--- config.mk ---
export PLATFORM = sky130hd
export DESIGN_NAME = ddr2_cmd_arbiter_flat
export DESIGN_NICKNAME = d
export VERILOG_FILES = /design/src/rtl/ddr2_cmd_arbiter_if.sv /design/src/rtl/ddr2_cmd_arbiter.sv /design/src/flat_wrapper.sv
export SDC_FILE = /design/constraint.sdc
export NUM_CORES = 1
export LEC_CHECK = 0
export CAP_MARGIN = 20
export CORE_AREA = 4 4 230 232
export DETAILED_ROUTE_END_ITERATION = 10
export DIE_AREA = 0 0 234 236
export MAX_ROUTING_LAYER = met4
export PLACE_DENSITY = 0.57
export RECOVER_POWER = 50
export SLEW_MARGIN = 20
export SYNTH_ARGS = -nofsm -noshare
export SYNTH_HDL_FRONTEND = slang
export SYNTH_SLANG_ARGS = --single-unit
--- constraint.sdc ---
create_clock -name clk -period 3 [get_ports clk]
set_input_delay 0.45 -clock clk [delete_from_list [all_inputs] [get_ports clk]]
set_output_delay 0.45 -clock clk [all_outputs]
set_load 0.01 [all_outputs]
--- src/rtl/ddr2_cmd_arbiter_if.sv ---
// Host, scrubber and DDR2 controller command/data/return signals for ddr2_cmd_arbiter.
// slave = arbiter view, master = environment (host + scrubber + controller) view.
interface ddr2_cmd_arbiter_if #(
  parameter int unsigned ADDR_WIDTH = 25
);
  logic [2:0]            host_cmd;
  logic [1:0]            host_sz;
  logic [ADDR_WIDTH-1:0] host_addr;
  logic                  host_cmd_put;
  logic                  host_data_put;
  logic [63:0]           host_data_in;
  logic                  host_notfull;
  logic                  host_fetching;
  logic                  host_validout;
  logic [63:0]           host_data_out;
  logic [ADDR_WIDTH-1:0] host_raddr;

  logic [2:0]            scr_cmd;
  logic [1:0]            scr_sz;
  logic [ADDR_WIDTH-1:0] scr_addr;
  logic                  scr_cmd_put;
  logic                  scr_data_put;
  logic [63:0]           scr_data_in;
  logic                  scr_notfull;
  logic                  scr_ready;
  logic                  scr_fetching;
  logic                  scr_validout;
  logic [63:0]           scr_data_out;
  logic [ADDR_WIDTH-1:0] scr_raddr;

  logic [2:0]            ctl_cmd;
  logic [1:0]            ctl_sz;
  logic [ADDR_WIDTH-1:0] ctl_addr;
  logic                  ctl_cmd_put;
  logic                  ctl_data_put;
  logic [63:0]           ctl_data_in;
  logic                  ctl_notfull;
  logic                  ctl_ready;
  logic                  ctl_validout;
  logic [63:0]           ctl_data_out;
  logic [ADDR_WIDTH-1:0] ctl_raddr;
  logic                  ctl_fetching;

  modport slave (
    input  host_cmd, host_sz, host_addr, host_cmd_put, host_data_put, host_data_in, host_fetching,
    output host_notfull, host_validout, host_data_out, host_raddr,
    input  scr_cmd, scr_sz, scr_addr, scr_cmd_put, scr_data_put, scr_data_in, scr_fetching,
    output scr_notfull, scr_ready, scr_validout, scr_data_out, scr_raddr,
    output ctl_cmd, ctl_sz, ctl_addr, ctl_cmd_put, ctl_data_put, ctl_data_in, ctl_fetching,
    input  ctl_notfull, ctl_ready, ctl_validout, ctl_data_out, ctl_raddr
  );

  modport master (
    output host_cmd, host_sz, host_addr, host_cmd_put, host_data_put, host_data_in, host_fetching,
    input  host_notfull, host_validout, host_data_out, host_raddr,
    output scr_cmd, scr_sz, scr_addr, scr_cmd_put, scr_data_put, scr_data_in, scr_fetching,
    input  scr_notfull, scr_ready, scr_validout, scr_data_out, scr_raddr,
    input  ctl_cmd, ctl_sz, ctl_addr, ctl_cmd_put, ctl_data_put, ctl_data_in, ctl_fetching,
    output ctl_notfull, ctl_ready, ctl_validout, ctl_data_out, ctl_raddr
  );
endinterface

--- src/rtl/ddr2_cmd_arbiter.sv ---
// Host/scrubber command arbiter in front of a DDR2 controller with read-return steering.
// Optional DDR2_ARB_STATS_EN builds the scrub-grant / forced-grant statistics counters.
module ddr2_cmd_arbiter #(
  parameter int unsigned ADDR_WIDTH   = 25,
  parameter int unsigned TAG_DEPTH    = 8,
  parameter int unsigned STARVE_LIMIT = 256
) (
  input  logic                 clk,
  input  logic                 reset,
  ddr2_cmd_arbiter_if.slave    bus,
  output logic                 host_drop,
  output logic                 tag_underflow,
  output logic [15:0]          stat_scr_grants,
  output logic [15:0]          stat_forced
);
  localparam int unsigned PTR_W  = $clog2(TAG_DEPTH);
  localparam int unsigned CNT_W  = PTR_W + 1;
  localparam int unsigned STV_W  = $clog2(STARVE_LIMIT + 1);
  localparam int unsigned BEAT_W = 6;
  localparam logic [2:0]  CMD_SCR = 3'b001;
  localparam logic [2:0]  CMD_BLR = 3'b011;

  function automatic logic is_read(input logic [2:0] cmd);
    return (cmd == CMD_SCR) || (cmd == CMD_BLR);
  endfunction

  // SCR returns one beat, BLR returns 8*(sz+1) beats
  function automatic logic [BEAT_W-1:0] beats_of(input logic [2:0] cmd, input logic [1:0] sz);
    return (cmd == CMD_SCR) ? BEAT_W'(1) : BEAT_W'({sz, 3'b000}) + BEAT_W'(8);
  endfunction

  logic                  pend_valid;
  logic                  pend_has_data;
  logic [2:0]            pend_cmd;
  logic [1:0]            pend_sz;
  logic [ADDR_WIDTH-1:0] pend_addr;
  logic [63:0]           pend_data;
  logic [STV_W-1:0]      starve;

  logic                  tag_src   [TAG_DEPTH];
  logic [BEAT_W-1:0]     tag_beats [TAG_DEPTH];
  logic [PTR_W-1:0]      wr_ptr;
  logic [PTR_W-1:0]      rd_ptr;
  logic [CNT_W-1:0]      tag_cnt;
  logic [BEAT_W-1:0]     head_done;

  logic avail_c, tag_full_c, tag_empty_c, force_c, host_ok_c;
  logic host_grant_c, host_data_c, scr_grant_c, pend_read_c;
  logic push_c, pop_c, beat_c, head_scr_c;

  assign avail_c      = bus.ctl_notfull & bus.ctl_ready;
  assign tag_full_c   = (tag_cnt == CNT_W'(TAG_DEPTH));
  assign tag_empty_c  = (tag_cnt == '0);
  assign force_c      = pend_valid & (starve == STV_W'(STARVE_LIMIT));
  assign host_ok_c    = avail_c & ~force_c & ~tag_full_c;
  assign host_grant_c = bus.host_cmd_put & host_ok_c;
  assign host_data_c  = bus.host_data_put & host_ok_c;
  assign pend_read_c  = is_read(pend_cmd);
  // Forced grants override the host; otherwise any host cmd or data put holds the scrubber off
  assign scr_grant_c  = avail_c & pend_valid & ~(pend_read_c & tag_full_c) &
                        (force_c | (~bus.host_cmd_put & ~bus.host_data_put));
  assign push_c       = (host_grant_c & is_read(bus.host_cmd)) | (scr_grant_c & pend_read_c);

  assign bus.host_notfull = host_ok_c;
  assign bus.scr_notfull  = ~pend_valid & ~tag_full_c;
  assign bus.scr_ready    = bus.ctl_ready;

  // Return path follows the head tag; an empty tag FIFO falls back to the host
  assign head_scr_c        = ~tag_empty_c & tag_src[rd_ptr];
  assign bus.host_validout = bus.ctl_validout & ~head_scr_c;
  assign bus.scr_validout  = bus.ctl_validout & head_scr_c;
  assign bus.host_data_out = bus.ctl_data_out;
  assign bus.scr_data_out  = bus.ctl_data_out;
  assign bus.host_raddr    = bus.ctl_raddr;
  assign bus.scr_raddr     = bus.ctl_raddr;
  assign bus.ctl_fetching  = head_scr_c ? bus.scr_fetching : bus.host_fetching;
  assign beat_c            = bus.ctl_validout & bus.ctl_fetching & ~tag_empty_c;
  assign pop_c             = beat_c & (head_done == (tag_beats[rd_ptr] - BEAT_W'(1)));

  // Registered command/data to the controller
  always_ff @(posedge clk) begin
    if (reset) begin
      bus.ctl_cmd_put  <= 1'b0;
      bus.ctl_data_put <= 1'b0;
      bus.ctl_cmd      <= '0;
      bus.ctl_sz       <= '0;
      bus.ctl_addr     <= '0;
      bus.ctl_data_in  <= '0;
    end else begin
      bus.ctl_cmd_put  <= host_grant_c | scr_grant_c;
      bus.ctl_data_put <= host_data_c | (scr_grant_c & pend_has_data);
      if (host_grant_c) begin
        bus.ctl_cmd  <= bus.host_cmd;
        bus.ctl_sz   <= bus.host_sz;
        bus.ctl_addr <= bus.host_addr;
      end else if (scr_grant_c) begin
        bus.ctl_cmd  <= pend_cmd;
        bus.ctl_sz   <= pend_sz;
        bus.ctl_addr <= pend_addr;
      end
      if (host_data_c) begin
        bus.ctl_data_in <= bus.host_data_in;
      end else if (scr_grant_c && pend_has_data) begin
        bus.ctl_data_in <= pend_data;
      end
    end
  end

  // Scrubber pending slot and its starvation counter
  always_ff @(posedge clk) begin
    if (reset) begin
      pend_valid    <= 1'b0;
      pend_has_data <= 1'b0;
      pend_cmd      <= '0;
      pend_sz       <= '0;
      pend_addr     <= '0;
      pend_data     <= '0;
      starve        <= '0;
    end else begin
      if (!pend_valid || scr_grant_c) begin
        starve <= '0;
      end else if (!force_c) begin
        starve <= starve + STV_W'(1);
      end
      if (scr_grant_c) begin
        pend_valid    <= 1'b0;
        pend_has_data <= 1'b0;
      end else if (!pend_valid && bus.scr_cmd_put) begin
        pend_valid    <= 1'b1;
        pend_has_data <= bus.scr_data_put;
        pend_cmd      <= bus.scr_cmd;
        pend_sz       <= bus.scr_sz;
        pend_addr     <= bus.scr_addr;
        pend_data     <= bus.scr_data_in;
      end
    end
  end

  // Outstanding-read tag FIFO control
  always_ff @(posedge clk) begin
    if (reset) begin
      wr_ptr    <= '0;
      rd_ptr    <= '0;
      tag_cnt   <= '0;
      head_done <= '0;
    end else begin
      if (push_c) wr_ptr <= wr_ptr + PTR_W'(1);
      if (pop_c)  rd_ptr <= rd_ptr + PTR_W'(1);
      tag_cnt <= tag_cnt + CNT_W'(push_c) - CNT_W'(pop_c);
      if (pop_c) begin
        head_done <= '0;
      end else if (beat_c) begin
        head_done <= head_done + BEAT_W'(1);
      end
    end
  end

  always_ff @(posedge clk) begin
    if (push_c) begin
      tag_src[wr_ptr]   <= scr_grant_c;
      tag_beats[wr_ptr] <= scr_grant_c ? beats_of(pend_cmd, pend_sz)
                                       : beats_of(bus.host_cmd, bus.host_sz);
    end
  end

  always_ff @(posedge clk) begin
    if (reset) begin
      host_drop     <= 1'b0;
      tag_underflow <= 1'b0;
    end else begin
      if ((bus.host_cmd_put | bus.host_data_put) & ~host_ok_c) host_drop <= 1'b1;
      if (bus.ctl_validout & tag_empty_c) tag_underflow <= 1'b1;
    end
  end

`ifdef DDR2_ARB_STATS_EN
  always_ff @(posedge clk) begin
    if (reset) begin
      stat_scr_grants <= '0;
      stat_forced     <= '0;
    end else begin
      if (scr_grant_c && (stat_scr_grants != 16'hFFFF)) stat_scr_grants <= stat_scr_grants + 16'd1;
      if (scr_grant_c && force_c && (stat_forced != 16'hFFFF)) stat_forced <= stat_forced + 16'd1;
    end
  end
`else
  assign stat_scr_grants = '0;
  assign stat_forced     = '0;
`endif

endmodule

--- src/flat_wrapper.sv ---
// flat-port wrapper written by rule: the top's interface ports become plain ports
module ddr2_cmd_arbiter_flat 
#(
  parameter int unsigned ADDR_WIDTH   = 25,
  parameter int unsigned TAG_DEPTH    = 8,
  parameter int unsigned STARVE_LIMIT = 256
)
  (clk, reset, host_drop, tag_underflow, stat_scr_grants, stat_forced, bus_host_cmd, bus_host_sz, bus_host_addr, bus_host_cmd_put, bus_host_data_put, bus_host_data_in, bus_host_fetching, bus_host_notfull, bus_host_validout, bus_host_data_out, bus_host_raddr, bus_scr_cmd, bus_scr_sz, bus_scr_addr, bus_scr_cmd_put, bus_scr_data_put, bus_scr_data_in, bus_scr_fetching, bus_scr_notfull, bus_scr_ready, bus_scr_validout, bus_scr_data_out, bus_scr_raddr, bus_ctl_cmd, bus_ctl_sz, bus_ctl_addr, bus_ctl_cmd_put, bus_ctl_data_put, bus_ctl_data_in, bus_ctl_fetching, bus_ctl_notfull, bus_ctl_ready, bus_ctl_validout, bus_ctl_data_out, bus_ctl_raddr);
  ddr2_cmd_arbiter_if #(.ADDR_WIDTH(ADDR_WIDTH)) bus_i ();
  input  logic clk;
  input  logic reset;
  output logic host_drop;
  output logic tag_underflow;
  output logic [15:0] stat_scr_grants;
  output logic [15:0] stat_forced;
  input wire logic [$bits(bus_i.host_cmd)-1:0] bus_host_cmd;
  input wire logic [$bits(bus_i.host_sz)-1:0] bus_host_sz;
  input wire logic [$bits(bus_i.host_addr)-1:0] bus_host_addr;
  input wire logic [$bits(bus_i.host_cmd_put)-1:0] bus_host_cmd_put;
  input wire logic [$bits(bus_i.host_data_put)-1:0] bus_host_data_put;
  input wire logic [$bits(bus_i.host_data_in)-1:0] bus_host_data_in;
  input wire logic [$bits(bus_i.host_fetching)-1:0] bus_host_fetching;
  output wire logic [$bits(bus_i.host_notfull)-1:0] bus_host_notfull;
  output wire logic [$bits(bus_i.host_validout)-1:0] bus_host_validout;
  output wire logic [$bits(bus_i.host_data_out)-1:0] bus_host_data_out;
  output wire logic [$bits(bus_i.host_raddr)-1:0] bus_host_raddr;
  input wire logic [$bits(bus_i.scr_cmd)-1:0] bus_scr_cmd;
  input wire logic [$bits(bus_i.scr_sz)-1:0] bus_scr_sz;
  input wire logic [$bits(bus_i.scr_addr)-1:0] bus_scr_addr;
  input wire logic [$bits(bus_i.scr_cmd_put)-1:0] bus_scr_cmd_put;
  input wire logic [$bits(bus_i.scr_data_put)-1:0] bus_scr_data_put;
  input wire logic [$bits(bus_i.scr_data_in)-1:0] bus_scr_data_in;
  input wire logic [$bits(bus_i.scr_fetching)-1:0] bus_scr_fetching;
  output wire logic [$bits(bus_i.scr_notfull)-1:0] bus_scr_notfull;
  output wire logic [$bits(bus_i.scr_ready)-1:0] bus_scr_ready;
  output wire logic [$bits(bus_i.scr_validout)-1:0] bus_scr_validout;
  output wire logic [$bits(bus_i.scr_data_out)-1:0] bus_scr_data_out;
  output wire logic [$bits(bus_i.scr_raddr)-1:0] bus_scr_raddr;
  output wire logic [$bits(bus_i.ctl_cmd)-1:0] bus_ctl_cmd;
  output wire logic [$bits(bus_i.ctl_sz)-1:0] bus_ctl_sz;
  output wire logic [$bits(bus_i.ctl_addr)-1:0] bus_ctl_addr;
  output wire logic [$bits(bus_i.ctl_cmd_put)-1:0] bus_ctl_cmd_put;
  output wire logic [$bits(bus_i.ctl_data_put)-1:0] bus_ctl_data_put;
  output wire logic [$bits(bus_i.ctl_data_in)-1:0] bus_ctl_data_in;
  output wire logic [$bits(bus_i.ctl_fetching)-1:0] bus_ctl_fetching;
  input wire logic [$bits(bus_i.ctl_notfull)-1:0] bus_ctl_notfull;
  input wire logic [$bits(bus_i.ctl_ready)-1:0] bus_ctl_ready;
  input wire logic [$bits(bus_i.ctl_validout)-1:0] bus_ctl_validout;
  input wire logic [$bits(bus_i.ctl_data_out)-1:0] bus_ctl_data_out;
  input wire logic [$bits(bus_i.ctl_raddr)-1:0] bus_ctl_raddr;
  assign bus_i.host_cmd = bus_host_cmd;
  assign bus_i.host_sz = bus_host_sz;
  assign bus_i.host_addr = bus_host_addr;
  assign bus_i.host_cmd_put = bus_host_cmd_put;
  assign bus_i.host_data_put = bus_host_data_put;
  assign bus_i.host_data_in = bus_host_data_in;
  assign bus_i.host_fetching = bus_host_fetching;
  assign bus_host_notfull = bus_i.host_notfull;
  assign bus_host_validout = bus_i.host_validout;
  assign bus_host_data_out = bus_i.host_data_out;
  assign bus_host_raddr = bus_i.host_raddr;
  assign bus_i.scr_cmd = bus_scr_cmd;
  assign bus_i.scr_sz = bus_scr_sz;
  assign bus_i.scr_addr = bus_scr_addr;
  assign bus_i.scr_cmd_put = bus_scr_cmd_put;
  assign bus_i.scr_data_put = bus_scr_data_put;
  assign bus_i.scr_data_in = bus_scr_data_in;
  assign bus_i.scr_fetching = bus_scr_fetching;
  assign bus_scr_notfull = bus_i.scr_notfull;
  assign bus_scr_ready = bus_i.scr_ready;
  assign bus_scr_validout = bus_i.scr_validout;
  assign bus_scr_data_out = bus_i.scr_data_out;
  assign bus_scr_raddr = bus_i.scr_raddr;
  assign bus_ctl_cmd = bus_i.ctl_cmd;
  assign bus_ctl_sz = bus_i.ctl_sz;
  assign bus_ctl_addr = bus_i.ctl_addr;
  assign bus_ctl_cmd_put = bus_i.ctl_cmd_put;
  assign bus_ctl_data_put = bus_i.ctl_data_put;
  assign bus_ctl_data_in = bus_i.ctl_data_in;
  assign bus_ctl_fetching = bus_i.ctl_fetching;
  assign bus_i.ctl_notfull = bus_ctl_notfull;
  assign bus_i.ctl_ready = bus_ctl_ready;
  assign bus_i.ctl_validout = bus_ctl_validout;
  assign bus_i.ctl_data_out = bus_ctl_data_out;
  assign bus_i.ctl_raddr = bus_ctl_raddr;
  ddr2_cmd_arbiter #(.ADDR_WIDTH(ADDR_WIDTH), .TAG_DEPTH(TAG_DEPTH), .STARVE_LIMIT(STARVE_LIMIT)) u_core (.clk(clk), .reset(reset), .bus(bus_i), .host_drop(host_drop), .tag_underflow(tag_underflow), .stat_scr_grants(stat_scr_grants), .stat_forced(stat_forced));
endmodule
==> run metrics, run 1 <==
antenna cells 0; CP Capture Type flop; clk_lat worst skew a little under 0.6 ns; wire per inst roughly 17 um; post-DR vias/cell about 4.4; first-pass GRT wire length roughly 56000 um; Final Hold Vio Count 0; number of synthesized flops with an enable pin 40; clock root buffer master clkbuf_16; CTS tree yes; DIE AREA about 0.055 mm2; final worst path period need about 3.1 ns; Overflow after GRT 0; syn avg cell area slightly below 9 um2; multi-input logic area slightly below 0.005 mm2; CP most frequent cell inv_2; outcome finished with violations; crit-path cells buf_6, mux4_2, mux2i_4, nand3_2, xnor2_2, nor4_4, ha_2, inv_2, ha_4, inv_2, fa_2, nor2_1; H-tree Lvls 1; Slew Viols, Final 0; Rel. slew slack between 10% and 20%; DRT Pass-1 Iters 5; placed insts about 2.1k; Placeable Area between 0.05 and 0.06 mm2; synth unique cells 53; Yosys warnings 0; CTS Hold Bufs 0; Reg2Reg Setup Slack -0.1 ns; Critical-path top delay cell mux4_2; Synth Register Bits between 200 and 300; initial antenna violation count 0; MaxCap Viol Count 0; non-filler instance count after layout ~2.2k; Seq/Total Area, Yosys a little under half; Nets roughly 1.8k; largest net degree at the start of global routing 98; residual DRC count 0; Post-Syn Area 0.0123 mm2; startpoint types flop; RSZ-0062 raised after global routing true; routability cong. roughly 0.8; share of post-route cells with drive strength above 1 under 10%; number of global-route vias before repair roughly 9.7k; most frequent cells in the layout clkdlybuf4s50_1, nand2_1, dfxtp_1; Async S/R FF share, synth 0%; Pleak between 5 and 6 nW; area delta synth->final 30.5%; HPWL after DPL approximately 26000 um; Core Util, Final between 30% and 40%; failing checks negative setup slack; I/O pins ~600; period utilisation layout 103%; CTS Buf Count 31; Least-Margin Pin Slew roughly 1.2 ns; Clock Skews ~0.015 ns; Die Height between 200 and 250 um; Final ANT Viol Nets 0; CTS clk-pin slew, worst paths approximately 0.06 ns; count of buffers from port buffering a little over 300; final wirelength between 30000 and 40000 um; CP delay by family, top adder cells; IR drop worst, VDD approximately 0.00042 V; Power per Cell Area roughly 560 mW/mm2; Rows 83; routed vias 9692; slowest stage delay, CP approximately 0.52 ns; Synth Flop Type dfxtp_1; Longest Clk Path Bufs 3; # clock sinks about 260; initial core utilization around 24%; buffers and inverters on the worst path 3; DR iter-0 viols 438; Syn Inst Count approximately 1.4k; CP Max Fanout 4; setup slack after layout -0.0964 ns; crit path DAT about 3.6 ns; die width approximately 230 um; fillers around 5.3k; Setup TNS -0.147 ns; Hold WC Path Type primary input to flop; commonest non-fill, non-tap cell in the layout clkdlybuf4s50_1; endpoints failing setup 2; DP Worst Slack -0.166 ns; Crit path required time around 3.5 ns; fmax about 0.32 GHz; sequential cell area about 0.0057 mm2; critical path type flop to flop; total track usage between 10% and 20%
## where the power goes
group	switching (W)	leakage (nW)	internal [W]
Combinational	0.000513	2.84	0.000549
Clock	0.00153	0.530	0.00261
Sequential	0.0000894	2.18	0.00372
## synthesized netlist by cell type, types with 2 or more instances
master,instances,area (um2)
a22o_1,3,26.3
xor2_1,12,105
edfxtp_1,40,1200
and2_1,2,12.5
or3b_2,2,17.5
nor3_1,12,60.1
nor2b_1,6,37.5
mux4_1,5,131
nor4_1,2,12.5
a311oi_1,64,561
buf_4,213,1600
nand2b_1,5,31.3
buf_2,11,55.1
nand4_1,4,25.0
buf_1,5,18.8
clkbuf_1,73,274
ha_1,14,175
a21oi_1,101,505
mux2_1,2,22.5
nor3b_1,3,22.5
nand2_1,262,983
mux2_2,3,33.8
mux2i_1,41,410
nor2_1,119,447
a211oi_1,30,225
xnor2_1,8,70.1
dfxtp_1,222,4440
nand3_1,72,360
mux4_2,4,90.1
buf_6,3,33.8
inv_1,14,52.6
and3_1,3,18.8
nor4b_1,2,17.5
## flip-flops by register name (all words and copies together) (netlist names), 2 cells and up, named ones only
register,cells
u_core.bus.ctl_data_in,64
u_core.pend_data,64
u_core.tag_beats,32
u_core.bus.ctl_addr,25
u_core.pend_addr,25
u_core.starve,9
u_core.tag_src,8
u_core.head_done,6
u_core.tag_cnt,4
u_core.bus.ctl_cmd,3
u_core.pend_cmd,3
u_core.rd_ptr,3
u_core.wr_ptr,3
u_core.bus.ctl_sz,2
u_core.pend_sz,2
## area by class of cell
type                    count  share of cell area (%)
flip-flops and latches    262                    35.3
multi-input cells         832                    30.1
repair buffers            351                    21.9
well taps                 680                    5.31
clock buffers              37                    5.04
clock inverters            18                    2.00
inverters                  14                   0.328
## per-stage QoR
stage / cell area, um2 / hold slack, ns / total power (W)
2_1_floorplan: 12400 / 0.436 / 0.00460
3_3_place_gp: 14700 / 0.442 / 0.00494
3_5_place_dp: 14700 / 0.447 / 0.00495
4_1_cts: 16000 / 0.259 / 0.00915
5_1_grt: 16000 / 0.282 / 0.00941
6_report: 16000 / 0.265 / 0.00901
## per-layer routing
metal  up-vias  part of all wire (%)  track usage (%)
met1      4597                    42             15.9
met2       342                    48             21.0
li1       4687                     -                -
met4         0                   2.5             3.93
met5         -                     0                -
met3        66                   6.8             3.53
## worst reg2reg max path: cells and delay by family, from the launching register on
family	cells	cell delay (ns)
buf+inv	3	0.24
mux	2	0.74
fa+ha+maj	3	0.96
simple gates	3	0.47
xor+xnor	1	0.18
flops	1	0.38
## cells by family after synthesis
| family | after synthesis | synth area share [%] |
|---|---|---|
| multiplexers | 57 | 5.90 |
| AO/OA/AOI/OAI | 205 | 11.2 |
| AND/OR/NAND/NOR | 503 | 17.4 |
| adder cells (fa/ha/maj) | 15 | 1.59 |
| other | 1 | 0.0305 |
| buffers and inverters | 319 | 16.6 |
| flip-flops | 262 | 46.0 |
| XOR/XNOR | 20 | 1.43 |
## worst paths after layout
| check | from | to | depth (start not counted) |
|---|---|---|---|
| setup / recovery | flop | u_core.tag_cnt[1] | 12 |
| hold / removal | reset | u_core.tag_cnt[3] | 2 |
| setup reg to reg | flop | u_core.tag_cnt[1] | 12 |
| hold reg to reg | u_core.pend_data[41] | u_core.pend_data[41] | 2 |
## timing repair
| item | 4_1_cts | 5_1_grt |
|---|---|---|
| endpoints found under the setup margin | 6 | 6 |
| gates cloned | 1 | 0 |
| gates resized for setup | 25 | 13 |
| buffers inserted | 5 | 6 |
| pin swaps | 5 | 6 |
(Power assumes the default switching activity.)
==> run 2, diff against run 1 <==
--- a/config.mk
+++ b/config.mk
@@ -5,11 +5,9 @@
 export SDC_FILE = /design/constraint.sdc
 export NUM_CORES = 1
 export LEC_CHECK = 0
-export CAP_MARGIN = 20
 export CORE_AREA = 4 4 230 232
 export DETAILED_ROUTE_END_ITERATION = 10
 export DIE_AREA = 0 0 234 236
-export MAX_ROUTING_LAYER = met4
 export PLACE_DENSITY = 0.57
 export RECOVER_POWER = 50
 export SLEW_MARGIN = 20
==> run metrics, run 2 (same netlist as run 1, synthesis figures left out) <==
Critical-path top delay cell mux4_2; Setup TNS -0.151 ns (-0.00465 ns); CTS tree yes; most frequent cells in the layout clkdlybuf4s50_1, nand2_1, dfxtp_1; DR iter-0 viols 452 (+3.2%); wire per inst 16.7 um (-0.21%); CTS Buf Count 31 (unchanged); Rows 83 (unchanged); routed vias 9699 (+0.072%); Power per Cell Area 561 mW/mm2 (-0.17%); total track usage 12.7% (-0.37 points); failing checks negative setup slack; residual DRC count 0 (unchanged); CP delay by family, top adder cells; Crit path required time 3.45 ns (about the same); DP Worst Slack -0.166 ns (unchanged); buffers and inverters on the worst path 3 (unchanged); crit path DAT 3.54 ns (about the same); multi-input logic area 0.00482 mm2 (unchanged); initial core utilization 24.1% (unchanged); worst hold margin 0.276 ns (+0.0115 ns); # clock sinks 262 (unchanged); Pleak 5.55 nW (unchanged); H-tree Lvls 1 (unchanged); fmax 0.323 GHz (about the same); Final Hold Vio Count 0 (unchanged); Slew Viols, Final 0 (unchanged); DRT Pass-1 Iters 4 (-1); CP Capture Type flop; clock root buffer master clkbuf_16; Placeable Area 0.0510 mm2 (unchanged); DIE AREA 0.0552 mm2 (unchanged); RSZ-0062 raised after global routing true; commonest non-fill, non-tap cell in the layout clkdlybuf4s50_1; Nets 1795 (unchanged); Tot Pwr 0.00900 W (-0.17%); setup slack after layout -0.0978 ns (-0.00133 ns); Clock Skews 0.0137 ns (-0.000939 ns); clk_lat worst skew 0.58 ns (about the same); outcome finished with violations; final wirelength 36700 um (-0.21%); CP most frequent cell inv_2; post-DR vias/cell 4.42 (about the same); number of global-route vias before repair 9672 (-0.052%); initial antenna violation count 0 (unchanged); routability cong. 0.767 (-1.3%); antenna cells 0 (unchanged); largest net degree at the start of global routing 98 (unchanged); die width 234 um (unchanged); critical path type flop to flop; sequential cell area 0.00566 mm2 (unchanged); IR drop worst, VDD 0.000416 V (-0.64%); Hold WC Path Type primary input to flop; Least-Margin Pin Slew 1.23 ns (+0.0117 ns); startpoint types flop; HPWL after DPL 25700 um (unchanged); Rel. slew slack 18.0% (-0.78 points); I/O pins 602 (unchanged); fillers 5337 (unchanged); Final ANT Viol Nets 0 (unchanged); slowest stage delay, CP 0.52 ns (about the same); count of buffers from port buffering 302 (unchanged); Core Util, Final 31.4% (unchanged); CTS clk-pin slew, worst paths 0.06 ns (about the same); crit-path cells buf_6, mux4_2, mux2i_4, nand3_2, xnor2_2, nor4_4, ha_2, inv_2, ha_4, inv_2, fa_2, nor2_1; Regs by FF count u_core.bus.ctl_data_in x64, u_core.pend_data x64, u_core.tag_beats x32; MaxCap Viol Count 0 (unchanged); first-pass GRT wire length 56100 um (about the same); area delta synth->final 30.5% (unchanged); endpoints failing setup 2 (unchanged); CTS Hold Bufs 0 (unchanged); Longest Clk Path Bufs 3 (unchanged); Overflow after GRT 0 (unchanged); final worst path period need 3.10 ns (+0.00133 ns); period utilisation layout 103% (about the same); share of post-route cells with drive strength above 1 9.51% (unchanged); CP Max Fanout 4 (unchanged); Die Height 236 um (unchanged)
## run 2: what timing repair did
| item | 4_1_cts | 5_1_grt |
|---|---|---|
| endpoints found under the setup margin | 6 | 6 |
| cloned | 1 | 0 |
| pin swaps | 5 | 6 |
| hold endpoints to repair | 0 | 0 |
| gates resized for setup | 25 | 13 |
| buffers inserted | 5 | 6 |
## run 2: routing by layer
layer	vias to the layer above	wire (um)	track usage (%)
met4	0	960	3.93
met5	-	0	0
met1	4583	15300	15.8
met3	68	2740	3.76
li1	4691	-	-
met2	357	17700	21.0
## run 2: worst paths after layout
check                             from                   end  slack [ns]  depth (start not counted)
hold / removal                   reset     u_core.tag_cnt[1]        0.28                          2
setup / recovery                  flop     u_core.tag_cnt[1]        -0.1                         12
setup reg to reg                  flop     u_core.tag_cnt[1]        -0.1                         12
hold reg to reg   u_core.pend_addr[21]  u_core.pend_addr[21]        0.45                          2
## run 2: layout make-up
type	count	area share [%]
Clock inverter	18	2.00
Timing Repair Buffer	351	21.9
Inverter	14	0.328
Tap cell	680	5.31
Clock buffer	37	5.04
Sequential cell	262	35.3
Multi-Input combinational cell	832	30.1
## run 2: metrics by stage
stage	cell area [um2]	instances
2_1_floorplan	12400	1413
3_3_place_gp	14700	2127
3_5_place_dp	14700	2127
4_1_cts	16000	2188
5_1_grt	16000	2194
6_report	16000	2194
## run 2: report_power, final
group,switching (W),internal [W]
logic,0.000512,0.000549
clock network,0.00152,0.00261
registers,0.0000892,0.00372
